<file path="config.mk">
export PLATFORM = sky130hd
export DESIGN_NAME = pipeline_stall_sequencer
export DESIGN_NICKNAME = d
export VERILOG_FILES = /design/src/rtl/pipe_ctrl_pkg.sv /design/src/rtl/sat_counter.sv /design/src/rtl/pipeline_stall_sequencer.sv
export SDC_FILE = /design/constraint.sdc
export NUM_CORES = 1
export LEC_CHECK = 0
export CAP_MARGIN = 10
export CORE_ASPECT_RATIO = 0.5
export CORE_MARGIN = 4
export CORE_UTILIZATION = 35
export CTS_CLUSTER_SIZE = 14
export DETAILED_ROUTE_END_ITERATION = 12
export GPL_TIMING_DRIVEN = 0
export PLACE_DENSITY_LB_ADDON = 0.3
export SLEW_MARGIN = 20
export SYNTH_ARGS = -nofsm -noshare
export SYNTH_HDL_FRONTEND = slang
export SYNTH_HIERARCHICAL = 1
export SYNTH_SLANG_ARGS = --single-unit
</file>
<file path="constraint.sdc">
create_clock -name clk -period 2.4 [get_ports clk]
set_clock_uncertainty 0.2 [all_clocks]
set_input_delay 0.36 -clock clk [delete_from_list [all_inputs] [get_ports clk]]
set_output_delay 0.36 -clock clk [all_outputs]
set_load 0.03 [all_outputs]
</file>
<file path="src/rtl/pipe_ctrl_pkg.sv">
// Shared types and stall-length constants for the pipeline stall sequencer.
package pipe_ctrl_pkg;

  typedef enum logic [0:0] {
    RUN   = 1'b0,
    STALL = 1'b1
  } state_t;

  localparam int unsigned LU_STALL        = 1;
  localparam int unsigned BR_ALU_STALL    = 1;
  localparam int unsigned BR_LD_EX_STALL  = 2;
  localparam int unsigned BR_LD_MEM_STALL = 1;

  // Longest stall demanded by the asserted hazards; concurrent hazards overlap.
  function automatic int unsigned stall_len(input logic load_use,
                                            input logic br_alu,
                                            input logic br_ld_ex,
                                            input logic br_ld_mem);
    int unsigned len;
    len = 0;
    if (load_use  && (LU_STALL        > len)) len = LU_STALL;
    if (br_alu    && (BR_ALU_STALL    > len)) len = BR_ALU_STALL;
    if (br_ld_ex  && (BR_LD_EX_STALL  > len)) len = BR_LD_EX_STALL;
    if (br_ld_mem && (BR_LD_MEM_STALL > len)) len = BR_LD_MEM_STALL;
    return len;
  endfunction

endpackage

</file>
<file path="src/rtl/sat_counter.sv">
// Saturating up-counter with synchronous reset and clear.
module sat_counter #(
  parameter int unsigned W = 16
) (
  input  logic         clk,
  input  logic         rst,
  input  logic         clr,
  input  logic         inc,
  output logic [W-1:0] count
);

  logic [W-1:0] r_count;

  // Clear wins over increment; hold at all-ones instead of wrapping.
  always_ff @(posedge clk) begin
    if (rst || clr) begin
      r_count <= '0;
    end else if (inc && (r_count != {W{1'b1}})) begin
      r_count <= r_count + W'(1);
    end
  end

  assign count = r_count;

endmodule

</file>
<file path="src/rtl/pipeline_stall_sequencer.sv">
// Converts ID hazard classes into PC / IF/ID / ID/EX enables, bubbles and flushes.
module pipeline_stall_sequencer
  import pipe_ctrl_pkg::*;
#(
  parameter int unsigned CNT_W   = 16,
  parameter int unsigned STALL_W = 2
) (
  input  logic             clk,
  input  logic             rst,
  input  logic             ext_hold,
  input  logic             hz_load_use,
  input  logic             hz_br_alu,
  input  logic             hz_br_ld_ex,
  input  logic             hz_br_ld_mem,
  input  logic             redirect,
  input  logic             perf_clr,
  output logic             pc_write_en,
  output logic             ifid_write_en,
  output logic             ifid_flush,
  output logic             idex_write_en,
  output logic             idex_bubble,
  output logic             busy,
  output logic [CNT_W-1:0] stall_cycles,
  output logic [CNT_W-1:0] flush_count
);

  state_t             r_state;
  state_t             w_state_nxt;
  logic [STALL_W-1:0] r_remaining;
  logic [STALL_W-1:0] w_remaining_nxt;
  logic [STALL_W-1:0] w_len;

  // Stall length of the hazards currently presented by ID.
  always_comb begin
    w_len = STALL_W'(stall_len(hz_load_use, hz_br_alu, hz_br_ld_ex, hz_br_ld_mem));
  end

  // State and stall-remaining registers.
  always_ff @(posedge clk) begin
    if (rst) begin
      r_state     <= RUN;
      r_remaining <= '0;
    end else begin
      r_state     <= w_state_nxt;
      r_remaining <= w_remaining_nxt;
    end
  end

  // Next state and same-cycle enables: hold > active stall > new hazard > redirect.
  always_comb begin
    w_state_nxt     = r_state;
    w_remaining_nxt = r_remaining;
    pc_write_en     = 1'b0;
    ifid_write_en   = 1'b0;
    ifid_flush      = 1'b0;
    idex_write_en   = 1'b0;
    idex_bubble     = 1'b0;
    busy            = 1'b0;
    if (!rst) begin
      busy = (r_state == STALL);
      if (ext_hold) begin
        // Everything frozen; state, remaining and counters keep their values.
      end else if (r_state == STALL) begin
        idex_write_en   = 1'b1;
        idex_bubble     = 1'b1;
        w_remaining_nxt = r_remaining - STALL_W'(1);
        if (w_remaining_nxt == '0) begin
          w_state_nxt = RUN;
        end
      end else if (w_len != '0) begin
        // First bubble is issued in the detecting cycle; any redirect waits.
        idex_write_en = 1'b1;
        idex_bubble   = 1'b1;
        if (w_len > STALL_W'(1)) begin
          w_remaining_nxt = w_len - STALL_W'(1);
          w_state_nxt     = STALL;
        end
      end else begin
        pc_write_en   = 1'b1;
        ifid_write_en = 1'b1;
        idex_write_en = 1'b1;
        ifid_flush    = redirect;
      end
    end
  end

  sat_counter #(.W(CNT_W)) u_stall_cnt (
    .clk   (clk),
    .rst   (rst),
    .clr   (perf_clr),
    .inc   (idex_bubble),
    .count (stall_cycles)
  );

  sat_counter #(.W(CNT_W)) u_flush_cnt (
    .clk   (clk),
    .rst   (rst),
    .clr   (perf_clr),
    .inc   (ifid_flush),
    .count (flush_count)
  );

endmodule

</file>
# ---- Word level (Yosys, flattened, before mapping)
# Index checks and enable logic that the tools add are counted.
dict set report word_totals {
  regBits 35
  in_bits 9
  wordCells 52
}
dict set report classes {
  add_sub_neg 4
  order_cmp 4
  eq_ne 2
  n_mux 26
  bitwise_logic 1
  n_reduce_logical 11
}
# op count
set op_table {}
lappend op_table {{adder 16 x 1 -> 16 bit (second input constant)} 2}
lappend op_table {{greater-than comparator 1 x 32 -> 1 bit (first input constant)} 1}
lappend op_table {{greater-than comparator 2 x 32 -> 1 bit (first input constant)} 1}
lappend op_table {{!= test 16 bit (second input constant)} 2}
lappend op_table {{2-to-1 mux 1 bit} 21}
lappend op_table {{2-to-1 mux 2 bit} 5}
lappend op_table {{nonzero test 2 bit} 3}
lappend op_table {{logical AND 1 bit} 5}
lappend op_table {{subtractor 2 x 1 -> 2 bit (second input constant)} 2}
lappend op_table {{AND reduction 3 bit} 1}
lappend op_table {{greater-than comparator 2 x 1 -> 1 bit (second input constant)} 1}
lappend op_table {{zero test 2 bit} 1}
lappend op_table {{greater-than comparator 1 bit (first input constant)} 1}
lappend op_table {{logical OR 1 bit} 1}
lappend op_table {{NOT 1 bit} 1}

# ---- Longest topological paths before layout
dict set report logic_depth {
  ltp_word 16
  depth_mapped 9
  ltp_nobuf 9
}

# ---- Cells and area by module
# The synthesis kept the hierarchy.
# module instances cells_per_inst area_each_um2 seq_area_each_um2
set modules_own_cells {}
lappend modules_own_cells {sat_counter 2 95 847.1 320.3}
lappend modules_own_cells {pipeline_stall_sequencer 1 27 225.2 60.1}

# ---- Least setup slack after synthesis
# Ideal clock, no wire load.
dict set report synth_timing {
  path_kind {input port to flip-flop}
  from {input hz_br_ld_ex}
  to {register u_stall_cnt.r_count[14], in the netlist u_stall_cnt/count[14]}
  setup_ps 70
  arrival_ps 2873
  setup_slack_ps -743
  stages 9
  path_cell_list {inv_1 > o31ai_1 > ha_1 > nor2b_1 > nor3_1 > nand4_1 > a41o_1 > or3_1 > a21oi_1}
}
dict set report synth_via {
  elab_chain_len 11
}
# element line
set synth_lines {}
lappend synth_lines {{from (decl)} pipeline_stall_sequencer.sv:13} ;# input logic hz_br_ld_ex,
lappend synth_lines {{logical AND 1 bit *} pipe_ctrl_pkg.sv:23} ;# if (br_ld_ex && (BR_LD_EX_STALL > len)) len = BR_LD_EX_STALL;
lappend synth_lines {{2-to-1 mux 2 bit *} pipe_ctrl_pkg.sv:23}
lappend synth_lines {{greater-than comparator 1 x 32 -> 1 bit} pipe_ctrl_pkg.sv:24} ;# if (br_ld_mem && (BR_LD_MEM_STALL > len)) len = BR_LD_MEM_STALL;
lappend synth_lines {{logical AND 1 bit} pipe_ctrl_pkg.sv:24}
lappend synth_lines {{2-to-1 mux 2 bit *} pipe_ctrl_pkg.sv:24}
lappend synth_lines {{nonzero test 2 bit *} pipeline_stall_sequencer.sv:70} ;# end else if (w_len != '0) begin
lappend synth_lines {{2-to-1 mux 1 bit *} pipeline_stall_sequencer.sv:70}
lappend synth_lines {{2-to-1 mux 1 bit *} pipeline_stall_sequencer.sv:63} ;# end else if (r_state == STALL) begin
lappend synth_lines {{2-to-1 mux 1 bit *} pipeline_stall_sequencer.sv:61} ;# if (ext_hold) begin
lappend synth_lines {{2-to-1 mux 1 bit *} pipeline_stall_sequencer.sv:59} ;# if (!rst) begin
lappend synth_lines {{via idex_bubble} pipeline_stall_sequencer.sv:21} ;# output logic idex_bubble,
lappend synth_lines {{logical AND 1 bit *} sat_counter.sv:18} ;# end else if (inc && (r_count != {W{1'b1}})) begin
lappend synth_lines {{to (signal assigned)} sat_counter.sv:19} ;# r_count <= r_count + W'(1);
lappend synth_lines {{to (decl)} sat_counter.sv:12} ;# logic [W-1:0] r_count;
# The timed path passes the listed nets; every way through them passes the cells marked *.
# A chain may end at the register's enable or synchronous reset.

# ---- Final worst setup path
dict set report layout_timing {
  from {input hz_load_use}
  to {register u_flush_cnt.r_count[15], in the netlist u_flush_cnt/count[15]}
}
dict set report layout_via {
  elab_chain_len 16
}
# element line
set layout_lines {}
lappend layout_lines {{from (decl)} pipeline_stall_sequencer.sv:11} ;# input logic hz_load_use,
lappend layout_lines {{2-to-1 mux 1 bit *} pipe_ctrl_pkg.sv:21} ;# if (load_use && (LU_STALL > len)) len = LU_STALL;
lappend layout_lines {{greater-than comparator 1 bit} pipe_ctrl_pkg.sv:22} ;# if (br_alu && (BR_ALU_STALL > len)) len = BR_ALU_STALL;
lappend layout_lines {{logical AND 1 bit} pipe_ctrl_pkg.sv:22}
lappend layout_lines {{2-to-1 mux 1 bit *} pipe_ctrl_pkg.sv:22}
lappend layout_lines {{greater-than comparator 2 x 32 -> 1 bit} pipe_ctrl_pkg.sv:23}
lappend layout_lines {{logical AND 1 bit} pipe_ctrl_pkg.sv:23}
lappend layout_lines {{2-to-1 mux 2 bit *} pipe_ctrl_pkg.sv:23}
lappend layout_lines {{greater-than comparator 1 x 32 -> 1 bit} pipe_ctrl_pkg.sv:24}
lappend layout_lines {{logical AND 1 bit} pipe_ctrl_pkg.sv:24}
lappend layout_lines {{2-to-1 mux 2 bit *} pipe_ctrl_pkg.sv:24}
lappend layout_lines {{nonzero test 2 bit *} pipeline_stall_sequencer.sv:70}
lappend layout_lines {{2-to-1 mux 1 bit *} pipeline_stall_sequencer.sv:70}
lappend layout_lines {{2-to-1 mux 1 bit *} pipeline_stall_sequencer.sv:63}
lappend layout_lines {{2-to-1 mux 1 bit *} pipeline_stall_sequencer.sv:61}
lappend layout_lines {{2-to-1 mux 1 bit *} pipeline_stall_sequencer.sv:59}
lappend layout_lines {{logical AND 1 bit *} sat_counter.sv:18}
lappend layout_lines {{to (signal assigned)} sat_counter.sv:19}
lappend layout_lines {{to (decl)} sat_counter.sv:12}
# Every way passes the cells marked *; elsewhere a longest branch is shown, timed or not.

==> results.py <==
metrics = {
    "status": {
        "outcome": "completed",
    },
    "synth": {
        "synthesis.area_mm2": 0.00192,
        "syn-num-nets": 230,
        "yosys_warnings": 6,
        "synth_area_per_cell_um2": 8.84,
        "ys_ff_latch": 35,
        "seq_area_frac_synth": 0.365,
        "synth_edf_count": 0,
        "synthArstFlopShare": 0,
        "synth-main-ff-cell": "dfxtp_1",
        "yosysUniqueCellTypes": 41,
        "synthCells": 217,
    },
    "worst_setup_path": {
        "r2r_cells": 5,
        "cpPeakStageDelay_ps": 480,
        "cp.arrival_ps": 2310,
        "r2r-start": "u_stall_cnt/count[0]$_SDFFE_PP0P_",
        "crit_required_ps": 2430,
        "cp_slowest_cell": "or4_1",
        "critical_path_class": "primary input to flip-flop",
        "cp_cell_sequence": "dlygate4sd2_1, o31ai_2, ha_2, nor2b_4, and3_4, buf_4, nand4_4, or4_1, a21oi_1",
        "worstReg2RegEnd": "u_stall_cnt/count[9]$_SDFFE_PP0P_",
        "r2r_setup_slack_ps": 300,
        "crit_fanout": 8,
        "timing.critical_path.buf_inv": 2,
        "endpoint_kind": "flip-flop",
        "path_delay_family": "simple AND/OR/NAND/NOR gates",
        "start_kind": "primary input",
        "path_depth": 9,
    },
    "min_path": {
        "holdPathStages": 2,
        "holdCritPathClass": "flip-flop to flip-flop",
        "hold_start": "r_remaining[1]$_SDFFE_PP0P_",
        "whs_endpoint": "r_remaining[1]$_SDFFE_PP0P_",
    },
    "placed_design": {
        "dp_hpwl_um": 3510,
        "gp_congestion": 0.811,
        "io_buffers": 46,
        "placed_area_mm2": 0.00249,
        "placed_cells": 333,
    },
    "global_route": {
        "grt_pass1_vias": 1763,
        "grt-ovfl-total": 0,
        "gr-usage-all-layers": 0.147,
        "grt_pass1_wl_um": 8010,
        "antenna_found_initial": 0,
        "grt_max_degree": 12,
    },
    "power": {
        "ir_drop_mv": 0.213,
        "power_leakage_nw": 0.978,
        "power.density_mw_per_mm2": 435,
    },
    "sta": {
        "slew_violations": 0,
        "fin_crit_sh": 0.950,
        "tns_ps": 0,
        "hold_slack_ps": 279,
        "relSlewSlack": 0.550,
        "setup_viol": 0,
        "fmax_mhz": 438,
        "worstMarginPinSlew_ps": 670,
        "hold_viol_final": 0,
        "period_needed_ps": 2280,
        "rsz0062_at_grt": "no",
    },
    "clocking": {
        "clock-sinks": 35,
        "h-tree-depth": 2,
        "cts_tree": "done",
        "hold_buffers": 0,
        "cts_root_buf": "clkbuf_8",
        "insertion_delay_ps": 290,
        "cts.clk_slew.worst_paths_ps": 70,
        "clockBufferDepth": 2,
        "tritoncts.num_buffers": 5,
    },
    "floorplan": {
        "die_x_um": 113,
        "core_mm2": 0.00511,
        "rows": 18,
        "die_y_um": 60.4,
        "die_area_mm2": 0.00680,
        "ios": 47,
        "initial_core_util": 0.375,
    },
    "layout": {
        "final_cells": 348,
        "drive_gt1_frac": 0.162,
        "nNetsFinal": 290,
        "fillerInstances": 482,
        "design_area_mm2": 0.00266,
        "diodes": 0,
        "area_delta_synth_final_pct": 38.3,
        "register_area_um2": 701,
        "multi_input_area_mm2": 0.00122,
        "final_common_cell": "clkdlybuf4s50_1",
        "final_cell_mix": "36 x clkdlybuf4s50_1, 35 x dfxtp_1, 19 x a21oi_1",
    },
    "detailed_routing": {
        "drt_pre_antenna_iters": 4,
        "vias": 1927,
        "route.detailed.drc": 0,
        "ant_nets": 0,
        "wl_um": 4870,
        "avgViaCountPerCell": 5.54,
        "drt_iter0_drc": 75,
        "wl_per_cell_um": 14.0,
    },
    "flow_run": {
        "max-cap-violations": 0,
    },
}
[stage by stage]
stage,setup WS [ps],utilization,power (mW)
finish,119,0.519,1.16
global route,4.87,0.519,1.20
CTS,24.8,0.517,1.17
detailed placement,-547,0.488,0.693
global placement,-547,0.488,0.691
floorplan,-38.6,-,0.655
[per-layer routing]
metal | GRT usage | up-vias | wire length, um
met4 | 0.0616 | 0 | 44
met3 | 0.0388 | 5 | 197
li1 | - | 973 | -
met2 | 0.260 | 30 | 2370
met1 | 0.175 | 919 | 2260
met5 | 0 | - | 0
[cell type report]
cell class,instances,area share
multi-input cells,170,0.458
well taps,70,0.0330
flip-flops and latches,35,0.264
repair buffers,53,0.188
plain buffers,7,0.0123
inverters,5,0.00707
clock buffers,8,0.0377
[Yosys cell counts, types with 5 or more instances]
| library cell | instances | area share |
|---|---|---|
| a31oi_1 | 6 | 0.020 |
| or3_1 | 10 | 0.033 |
| o31ai_1 | 7 | 0.027 |
| nor2_1 | 16 | 0.031 |
| or4_1 | 6 | 0.023 |
| a41o_1 | 8 | 0.042 |
| dfxtp_1 | 35 | 0.37 |
| nand3_1 | 10 | 0.026 |
| nand2_1 | 12 | 0.023 |
| nand4_1 | 10 | 0.033 |
| and2_1 | 5 | 0.016 |
| a21oi_1 | 19 | 0.050 |
| and4_1 | 8 | 0.037 |
| o21ai_0 | 10 | 0.026 |
[tightest hold or removal path: stages, from the launching register on]
cell and delay (ps):
dfxtp_1 310, nand2b_1 60, mux2i_1 60
[cells by family after synthesis]
logic type / Yosys count / share of synthesized area
mux: 1 / 0.00522
xor+xnor: 6 / 0.0274
flops: 35 / 0.365
fa+ha+maj: 4 / 0.0261
simple gates: 99 / 0.332
compound gates: 60 / 0.217
buf+inv: 12 / 0.0267
[sequential cells by signal, indices dropped and copies added (netlist names)]
name,flops
r_remaining,2
u_stall_cnt/count,16
u_flush_cnt/count,16
r_state,1
[report_power, final]
group          switching, mW  internal (mW)  leakage (nW)  total, mW
logic                 0.0500         0.0396         0.644     0.0896
registers            0.00500          0.586         0.282      0.591
clock network          0.213          0.262        0.0515      0.475
total                  0.268          0.887         0.978       1.16
[worst max path at each step]
stage | startpoint | endpoint | slack, ps
after detailed placement | hz_br_alu | ifid_flush | -550
final | hz_load_use | u_flush_cnt/count[15]$_SDFFE_PP0P_ | 120
after global placement | hz_br_alu | ifid_flush | -550
after CTS | rst | busy | 20
after floorplan | hz_br_ld_ex | u_stall_cnt/count[10]$_SDFFE_PP0P_ | -40
after global routing | hz_load_use | u_flush_cnt/count[6]$_SDFFE_PP0P_ | 5
[timing repair]
| action | 4_1_cts | 5_1_grt |
|---|---|---|
| setup endpoints to repair | 16 | 5 |
| pin swaps | 9 | 7 |
| setup buffers | 6 | 1 |
| resized for setup | 28 | 3 |
Note: power is estimated with default switching activity, not from simulation.
